===== config.mk =====
export PLATFORM = sky130hd
export DESIGN_NAME = apb_uart_csr
export DESIGN_NICKNAME = d
export VERILOG_FILES = /design/src/rtl/apb_uart_pkg.sv /design/src/rtl/apb_uart_irq.sv /design/src/rtl/apb_uart_csr.sv
export SDC_FILE = /design/constraint.sdc
export NUM_CORES = 1
export LEC_CHECK = 0
export ABC_AREA = 0
export CORE_MARGIN = 3
export CORE_UTILIZATION = 50
export DETAILED_ROUTE_END_ITERATION = 8
export PLACE_DENSITY = 0.88
export REMOVE_ABC_BUFFERS = 1
export SYNTH_ARGS = -nofsm -noshare
export SYNTH_HDL_FRONTEND = slang
export SYNTH_HIERARCHICAL = 1
export SYNTH_SLANG_ARGS = --single-unit

===== constraint.sdc =====
create_clock -name pclk -period 8.95 [get_ports pclk]
set_clock_uncertainty 0.15 [all_clocks]
set_input_delay 1.79 -clock pclk [delete_from_list [all_inputs] [get_ports pclk]]
set_output_delay 1.79 -clock pclk [all_outputs]
set_load 0.02 [all_outputs]

===== src/rtl/apb_uart_pkg.sv =====
// Shared definitions for the APB UART control/status register block:
// register indices, transfer FSM states and address-to-index decoding.
package apb_uart_pkg;

    localparam int IDX_CTRL     = 0;
    localparam int IDX_INT_EN   = 1;
    localparam int IDX_INT_STAT = 2;
    localparam int IDX_VERSION  = 3;
    localparam int IDX_GP0      = 4;

    typedef enum logic [1:0] {
        ST_IDLE   = 2'd0,
        ST_WAIT   = 2'd1,
        ST_ACCESS = 2'd2
    } apb_state_e;

    // Byte address to word index; byte_lsb is log2 of the bus width in bytes.
    function automatic logic [31:0] addr_to_idx(input logic [31:0] addr,
                                                input int unsigned byte_lsb);
        return addr >> byte_lsb;
    endfunction

endpackage


===== src/rtl/apb_uart_irq.sv =====
// Interrupt status (sticky set, write-one-to-clear) and the registered,
// enable-masked uart_int output.
import apb_uart_pkg::*;

module apb_uart_irq #(
    parameter int NUM_IRQ = 4,
    parameter int DATA_W  = 32
) (
    input  logic               pclk,
    input  logic               preset,
    input  logic [NUM_IRQ-1:0] irq_src,
    input  logic [NUM_IRQ-1:0] int_en,
    input  logic               w1c_en,
    input  logic [NUM_IRQ-1:0] w1c_mask,
    output logic [DATA_W-1:0]  int_stat,
    output logic               uart_int
);

    logic [NUM_IRQ-1:0] stat_reg;
    logic [NUM_IRQ-1:0] stat_next;
    logic [NUM_IRQ-1:0] clr_mask;
    logic               uart_int_reg;

    // A set arriving in the same cycle as a clear of that bit wins.
    assign clr_mask  = w1c_en ? w1c_mask : '0;
    assign stat_next = (stat_reg & ~clr_mask) | irq_src;

    always_ff @(posedge pclk or posedge preset) begin
        if (preset) begin
            stat_reg     <= '0;
            uart_int_reg <= 1'b0;
        end else begin
            stat_reg     <= stat_next;
            uart_int_reg <= |(stat_reg & int_en);
        end
    end

    assign int_stat = DATA_W'(stat_reg);
    assign uart_int = uart_int_reg;

endmodule


===== src/rtl/apb_uart_csr.sv =====
// APB3 completer for the UART control/status registers with wait states and
// PSLVERR. Define APB_PSTRB_EN to add the APB4 pstrb byte-strobe port.
import apb_uart_pkg::*;

module apb_uart_csr #(
    parameter int          ADDR_W      = 12,
    parameter int          DATA_W      = 32,
    parameter int          NUM_IRQ     = 4,
    parameter int          NUM_GP      = 4,
    parameter int          WAIT_STATES = 0,
    parameter logic [31:0] VERSION     = 32'h0001_0200
) (
    input  logic                     pclk,
    input  logic                     preset,
    input  logic [ADDR_W-1:0]        paddr,
    input  logic                     psel,
    input  logic                     penable,
    input  logic                     pwrite,
`ifdef APB_PSTRB_EN
    input  logic [DATA_W/8-1:0]      pstrb,
`endif
    input  logic [DATA_W-1:0]        pwdata,
    output logic [DATA_W-1:0]        prdata,
    output logic                     pready,
    output logic                     pslverr,
    input  logic [NUM_IRQ-1:0]       irq_src,
    output logic [DATA_W-1:0]        ctrl_o,
    output logic [NUM_GP*DATA_W-1:0] gp_o,
    output logic                     uart_int
);

    localparam int          NUM_BYTES  = DATA_W / 8;
    localparam int          BYTE_LSB   = $clog2(NUM_BYTES);
    localparam logic [31:0] ALIGN_MASK = 32'(NUM_BYTES - 1);
    localparam logic [31:0] NUM_REGS   = 32'(IDX_GP0 + NUM_GP);
    localparam logic [DATA_W-1:0] VERSION_W = VERSION[DATA_W-1:0];

    apb_state_e state_reg, state_next;
    logic [3:0]           cnt_reg, cnt_next;
    logic [31:0]          addr_reg;
    logic                 write_reg;
    logic [DATA_W-1:0]    wdata_reg;
    logic [NUM_BYTES-1:0] strb_reg;
    logic [NUM_BYTES-1:0] strb_in;

    logic [DATA_W-1:0]    ctrl_reg;
    logic [NUM_IRQ-1:0]   int_en_reg;
    logic [DATA_W-1:0]    gp_reg [NUM_GP];
    logic [DATA_W-1:0]    int_stat;
    logic [DATA_W-1:0]    wmask;
    logic [DATA_W-1:0]    rd_word;
    logic [31:0]          idx;
    logic                 access_err;
    logic                 in_access;
    logic                 commit;
    logic                 setup;

`ifdef APB_PSTRB_EN
    assign strb_in = pstrb;
`else
    assign strb_in = '1;
`endif

    assign setup = (state_reg == ST_IDLE) && psel && !penable;

    always_comb begin
        state_next = state_reg;
        cnt_next   = cnt_reg;
        case (state_reg)
            ST_IDLE: begin
                if (setup) begin
                    if (WAIT_STATES == 0) begin
                        state_next = ST_ACCESS;
                    end else begin
                        state_next = ST_WAIT;
                        cnt_next   = 4'(WAIT_STATES);
                    end
                end
            end
            ST_WAIT: begin
                // Master withdrawing psel abandons the transfer without a commit.
                if (!psel) begin
                    state_next = ST_IDLE;
                    cnt_next   = '0;
                end else if (cnt_reg <= 4'd1) begin
                    state_next = ST_ACCESS;
                end else begin
                    cnt_next = cnt_reg - 4'd1;
                end
            end
            ST_ACCESS: state_next = ST_IDLE;
            default:   state_next = ST_IDLE;
        endcase
    end

    always_ff @(posedge pclk or posedge preset) begin
        if (preset) begin
            state_reg <= ST_IDLE;
            cnt_reg   <= '0;
            addr_reg  <= '0;
            write_reg <= 1'b0;
            wdata_reg <= '0;
            strb_reg  <= '0;
        end else begin
            state_reg <= state_next;
            cnt_reg   <= cnt_next;
            if (setup) begin
                addr_reg  <= 32'(paddr);
                write_reg <= pwrite;
                wdata_reg <= pwdata;
                strb_reg  <= strb_in;
            end
        end
    end

    assign idx        = addr_to_idx(addr_reg, BYTE_LSB);
    assign access_err = (|(addr_reg & ALIGN_MASK)) || (idx >= NUM_REGS) ||
                        (write_reg && (idx == IDX_VERSION));
    assign in_access  = (state_reg == ST_ACCESS);
    assign commit     = in_access && write_reg && !access_err;

    genvar gi;
    generate
        for (gi = 0; gi < NUM_BYTES; gi++) begin : g_wmask
            assign wmask[gi*8 +: 8] = {8{strb_reg[gi]}};
        end
    endgenerate

    always_ff @(posedge pclk or posedge preset) begin
        if (preset) begin
            ctrl_reg   <= '0;
            int_en_reg <= '0;
        end else if (commit) begin
            if (idx == IDX_CTRL)
                ctrl_reg <= (ctrl_reg & ~wmask) | (wdata_reg & wmask);
            if (idx == IDX_INT_EN)
                int_en_reg <= (int_en_reg & ~wmask[NUM_IRQ-1:0]) |
                              (wdata_reg[NUM_IRQ-1:0] & wmask[NUM_IRQ-1:0]);
        end
    end

    generate
        for (gi = 0; gi < NUM_GP; gi++) begin : g_gp
            always_ff @(posedge pclk or posedge preset) begin
                if (preset)
                    gp_reg[gi] <= '0;
                else if (commit && (idx == 32'(IDX_GP0 + gi)))
                    gp_reg[gi] <= (gp_reg[gi] & ~wmask) | (wdata_reg & wmask);
            end
            assign gp_o[gi*DATA_W +: DATA_W] = gp_reg[gi];
        end
    endgenerate

    apb_uart_irq #(
        .NUM_IRQ (NUM_IRQ),
        .DATA_W  (DATA_W)
    ) u_irq (
        .pclk     (pclk),
        .preset   (preset),
        .irq_src  (irq_src),
        .int_en   (int_en_reg),
        .w1c_en   (commit && (idx == IDX_INT_STAT)),
        .w1c_mask (wdata_reg[NUM_IRQ-1:0] & wmask[NUM_IRQ-1:0]),
        .int_stat (int_stat),
        .uart_int (uart_int)
    );

    always_comb begin
        rd_word = '0;
        if (idx == IDX_CTRL)     rd_word = ctrl_reg;
        if (idx == IDX_INT_EN)   rd_word = DATA_W'(int_en_reg);
        if (idx == IDX_INT_STAT) rd_word = int_stat;
        if (idx == IDX_VERSION)  rd_word = VERSION_W;
        for (int k = 0; k < NUM_GP; k++) begin
            if (idx == 32'(IDX_GP0 + k)) rd_word = gp_reg[k];
        end
    end

    assign prdata  = (in_access && !write_reg && !access_err) ? rd_word : '0;
    assign pready  = in_access;
    assign pslverr = in_access && access_err;
    assign ctrl_o  = ctrl_reg;

endmodule

# After elaboration in Yosys (flattened, before gate mapping)

Index checks and enable logic that the tools add are counted.

$lt $le $gt $ge: 2
Mux-type cells: 16
Bitwise operators: 20
Equal/unequal tests: 12
Add/subtract/negate cells: 1
Reductions and logical operators: 26

Operators with widths:

| cell                                                                | number |
|---|---|
| two-way mux 32 bit                                                  | 9 |
| AND 32 bit                                                          | 6 |
| bitwise OR 32 bit                                                   | 5 |
| == test 10 x 3 -> 1 bit (second input constant)                     | 4 |
| logical NOT 32 bit                                                  | 1 |
| NOT 32 bit                                                          | 1 |
| == test 10 x 2 -> 1 bit (second input constant)                     | 2 |
| AND 4 bit                                                           | 4 |
| logical AND 1 bit                                                   | 13 |
| two-way mux 4 bit                                                   | 3 |
| == test 10 x 1 -> 1 bit (second input constant)                     | 1 |
| greater-or-equal comparator 10 x 4 -> 1 bit (second input constant) | 1 |
| NOT 4 bit                                                           | 2 |
| bitwise OR 4 bit                                                    | 2 |
| AND reduction 2 bit                                                 | 4 |
| two-way mux 2 bit                                                   | 3 |
| <= comparator 4 x 1 -> 1 bit (second input constant)                | 1 |
| inequality test 2 bit (second input constant)                       | 2 |
| case mux 2 bit (2 select lines)                                     | 1 |
| OR reduction 4 bit                                                  | 1 |
| subtractor 4 x 1 -> 4 bit (second input constant)                   | 1 |
| logical NOT 1 bit                                                   | 3 |
| inequality test 3 bit (second input constant)                       | 1 |
| == test 2 x 1 -> 1 bit (second input constant)                      | 1 |
| other kinds (4)                                                     | 5 |

Logic and storage cells: 91
Input port bits: 53
Register bits: 221
Output and inout bits: 195

# Logic depth before layout (Yosys ltp)

Depth after elaboration: 10
Depth in mapped cells: 8
Mapped depth without buffers: 6

# Hierarchy

The synthesis kept the hierarchy.

By module, submodules not included:

| module       | instances | cells each | sequential area each (µm²) | area an instance (µm²) |
|---|---|---|---|---|
| apb_uart_csr | 1         | 741        | 5280.1                     | 9605.5 |
| apb_uart_irq | 1         | 46         | 125.1                      | 406.6 |

# Least setup slack after synthesis

Ideal clock, no wire load.

Path type: reg-to-output
Start: register addr_reg[8]
End: output port prdata[10]
Required time: 7.010 ns
Path buffers: 2
Data arrival time: 2.054 ns
Cell stages (with the launch flop): 7
Slack: 4.956 ns
Cell sequence: dfrtp_1 nor4_4 and4_1 clkbuf_1 clkbuf_1 o21ai_0 a211oi_1

Cells in the longest elaborated chain, start to end: 10
Elaborated cells between the ends (all ways): 23
Those cells by class: order compare: 1; eq/ne: 7; mux: 9; reduce/logical: 6

RTL lines:

| element                         | RTL line            | source |
|---|---|---|
| start: declaration              | apb_uart_csr.sv:40  | `logic [31:0] addr_reg;` |
| start signal: assignment        | apb_uart_csr.sv:108 | `addr_reg <= 32'(paddr);` |
| logical NOT 32 bit              | apb_uart_csr.sv:170 | `if (idx == IDX_CTRL) rd_word = ctrl_reg;` |
| two-way mux 32 bit              | apb_uart_csr.sv:170 |  |
| two-way mux 32 bit              | apb_uart_csr.sv:171 | `if (idx == IDX_INT_EN) rd_word = DATA_W'(int_en_reg);` |
| two-way mux 32 bit              | apb_uart_csr.sv:172 | `if (idx == IDX_INT_STAT) rd_word = int_stat;` |
| two-way mux 32 bit              | apb_uart_csr.sv:173 | `if (idx == IDX_VERSION) rd_word = VERSION_W;` |
| two-way mux 32 bit (4 in a row) | apb_uart_csr.sv:175 | `if (idx == 32'(IDX_GP0 + k)) rd_word = gp_reg[k];` |
| two-way mux 32 bit (*)          | apb_uart_csr.sv:179 | `assign prdata = (in_access && !write_reg && !access_err) ? rd_word : '0;` |
| end: declaration                | apb_uart_csr.sv:23  | `output logic [DATA_W-1:0] prdata,` |

Every way passes the cells marked *; elsewhere a longest branch is shown, timed or not.

# Worst setup path after layout

Start: register addr_reg[2]
End: output port prdata[4]

The elaborated chain is that of the path after synthesis.

==> results.yml <==
drt:
  vias: 7484
  viasPerCell: 5.80
  post_drt_wl_per_cell_um: 22.4
  ant_nets: 0
  first_pass_iters: 5
  drc_errors: 0
  drtIter0Drc: 479
  finalWirelength_um: 28900
global_routing:
  grt_pass1_wl_um: 44900
  grt_max_degree: 137
  overflow: 0
  grt_pass1_vias: 7825
  grt_usage_pct: 26.0
  antenna_found_initial: 0
clock_tree:
  cts-root-buf: "clkbuf_16"
  cts_tree: "built"
  postCtsSetupBuffers: 0
  clkTransAtPathRegs_ns: 0.06
  htreeDepth: 1
  cts_made_buffers: 23
  cts.sinks: 216
  postCtsHoldBufs: 0
  clockBufferDepth: 3
  cts_resized: 0
  clock_latency_ns: 0.50
final_layout:
  area_growth_pct: 33.6
  nets: 1063
  stdcell_area_um2: 13400
  final_cell_mix: "247 x clkdlybuf4s50_1, 214 x dfrtp_1, 179 x mux2_2"
  num_antenna_cells: 0
  nFillCells: 1418
  layout-drive-gt1-share_pct: 23.7
  final_common_cell: "clkdlybuf4s50_1"
  finalNonFillerCells: 1291
  regArea_um2: 5410
  final_util_pct: 68.3
  multiInputGateArea_um2: 4270
yosys:
  avgSynthCellArea_um2: 12.7
  yosys_warnings: 6
  synth_top_family_by_area: "multiplexers"
  async_reset_ff_share_pct: 100
  synth_edf_count: 0
  yosys.cell_types.count: 40
  synth_flop_cell: "dfrtp_1"
  muxShareOfSynthArea_pct: 27.2
  yosys.area_share.xor_xnor_pct: 0
  synth-adder-area-share_pct: 0
  synth_area_um2: 10000
  ys_seq_elements: 216
  netlist_instances: 787
  synth_compound_area_share_pct: 8.95
  seq_area_frac_synth_pct: 54.0
  synth_simple_gate_area_share_pct: 5.10
critical_path:
  cp-start-kind: "flip-flop"
  reg2reg_depth: 6
  path_class: "flip-flop to output port"
  crit_required_ns: 7.01
  r2r_slack_ns: 5.06
  endpoint: "prdata[4]"
  cp.arrival_ns: 3.74
  cp_max_fo: 39
  cp-end-kind: "output port"
  r2r_start: "addr_reg[2]$_DFFE_PP0P_"
  startpoint: "addr_reg[2]$_DFFE_PP0P_"
run:
  drv_cap: 0
die:
  dieWidth_um: 148
  core_area_um2: 19600
  die_h_um: 148
  rows: 51
  initial_utilization_pct: 51.1
  dieArea_um2: 21800
  ios: 248
sta:
  finalSetupViolations: 0
  rsz0062_at_grt: "no"
  holdWs_ns: 0.360
  max_freq_mhz: 176
  slew_violations: 0
  period_minus_slack_ns: 5.68
  finalCritPeriodShare_pct: 63.5
  worst_slack_ns: 3.27
  relSlewSlack_pct: 14.6
  finalHoldViolations: 0
  tightest_slew_ns: 1.28
  tns_ns: 0
worst_hold_path:
  hold_path_class: "flip-flop to flip-flop"
  hp-start: "addr_reg[0]$_DFFE_PP0P_"
placement:
  place_area_um2: 12600
  place_congestion: 0.796
  dp_hpwl_um: 18000
  pre_cts_ws_ns: 3.88
  placed_cells: 1250
  io_buffers: 247
pwr:
  powerDensity_nw_per_um2: 175
  power.total_mw: 2.34
  ir_drop_mv: 0.144
  power_leakage_nw: 5.98
outcome:
  status: "finished, final reports clean"
## report_power, final
group          total, mW  leakage, nW  internal, mW  switching (mW)
clock network       1.00        0.399         0.623           0.380
logic              0.251         2.69         0.111           0.141
registers           1.08         2.89          1.02          0.0644
## cell usage after synthesis, types with 5 or more instances
cell type | instances | area [um2]
dfrtp_1 | 216 | 5410
mux2_2 | 179 | 2020
nor2_1 | 60 | 225
mux2_1 | 35 | 394
a211oi_1 | 34 | 255
clkbuf_1 | 32 | 120
o22ai_1 | 32 | 200
mux2i_1 | 31 | 310
buf_4 | 28 | 210
o21ai_0 | 27 | 135
o211ai_1 | 26 | 195
buf_2 | 18 | 90.1
nand2_1 | 11 | 41.3
and2_1 | 5 | 31.3
## worst min path at each step
stage | slack (ns) | depth (start not counted) | end
final | 0.36 | 1 | addr_reg[0]$_DFFE_PP0P_
after global routing | 0.37 | 1 | addr_reg[0]$_DFFE_PP0P_
after CTS | 0.36 | 1 | addr_reg[0]$_DFFE_PP0P_
after floorplan | 0.32 | 1 | u_irq/stat_reg[0]$_DFF_PP0_
after detailed placement | 0.35 | 1 | addr_reg[0]$_DFFE_PP0P_
after global placement | 0.34 | 1 | addr_reg[0]$_DFFE_PP0P_
## critical path, stage by stage (launching register included)
cell,delay (ns)
dfrtp_2,0.68
buf_4,0.39
or2_2,0.64
o22ai_1,0.27
o211ai_1,0.17
a211oi_1,0.39
clkdlybuf4s50_1,0.69
## per-layer routing
layer	vias to the layer above	track usage (%)	routed length [um]	part of all wire, %
met4	0	8.76	1000	3.5
met5	-	0	0	0
met3	74	5.92	2400	8.3
met2	349	43.5	14200	49
met1	3791	33.6	11300	39
li1	3270	-	-	-
## cell type report
cell class | count | share of cell area (%)
clock buffers | 34 | 5.21
clock inverters | 7 | 0.842
inverters | 2 | 0.112
multi-input cells | 511 | 31.9
flip-flops and latches | 216 | 40.4
well taps | 265 | 2.48
repair buffers | 256 | 19.0
## cell families (layout without fill, tap and decap cells)
logic type	Yosys count	in the layout
AO/OA/AOI/OAI	134	134
other	1	28
AND/OR/NAND/NOR	104	104
flip-flops	216	216
multiplexers	245	245
buffers and inverters	87	299
Power figures use the tool's default switching activity.
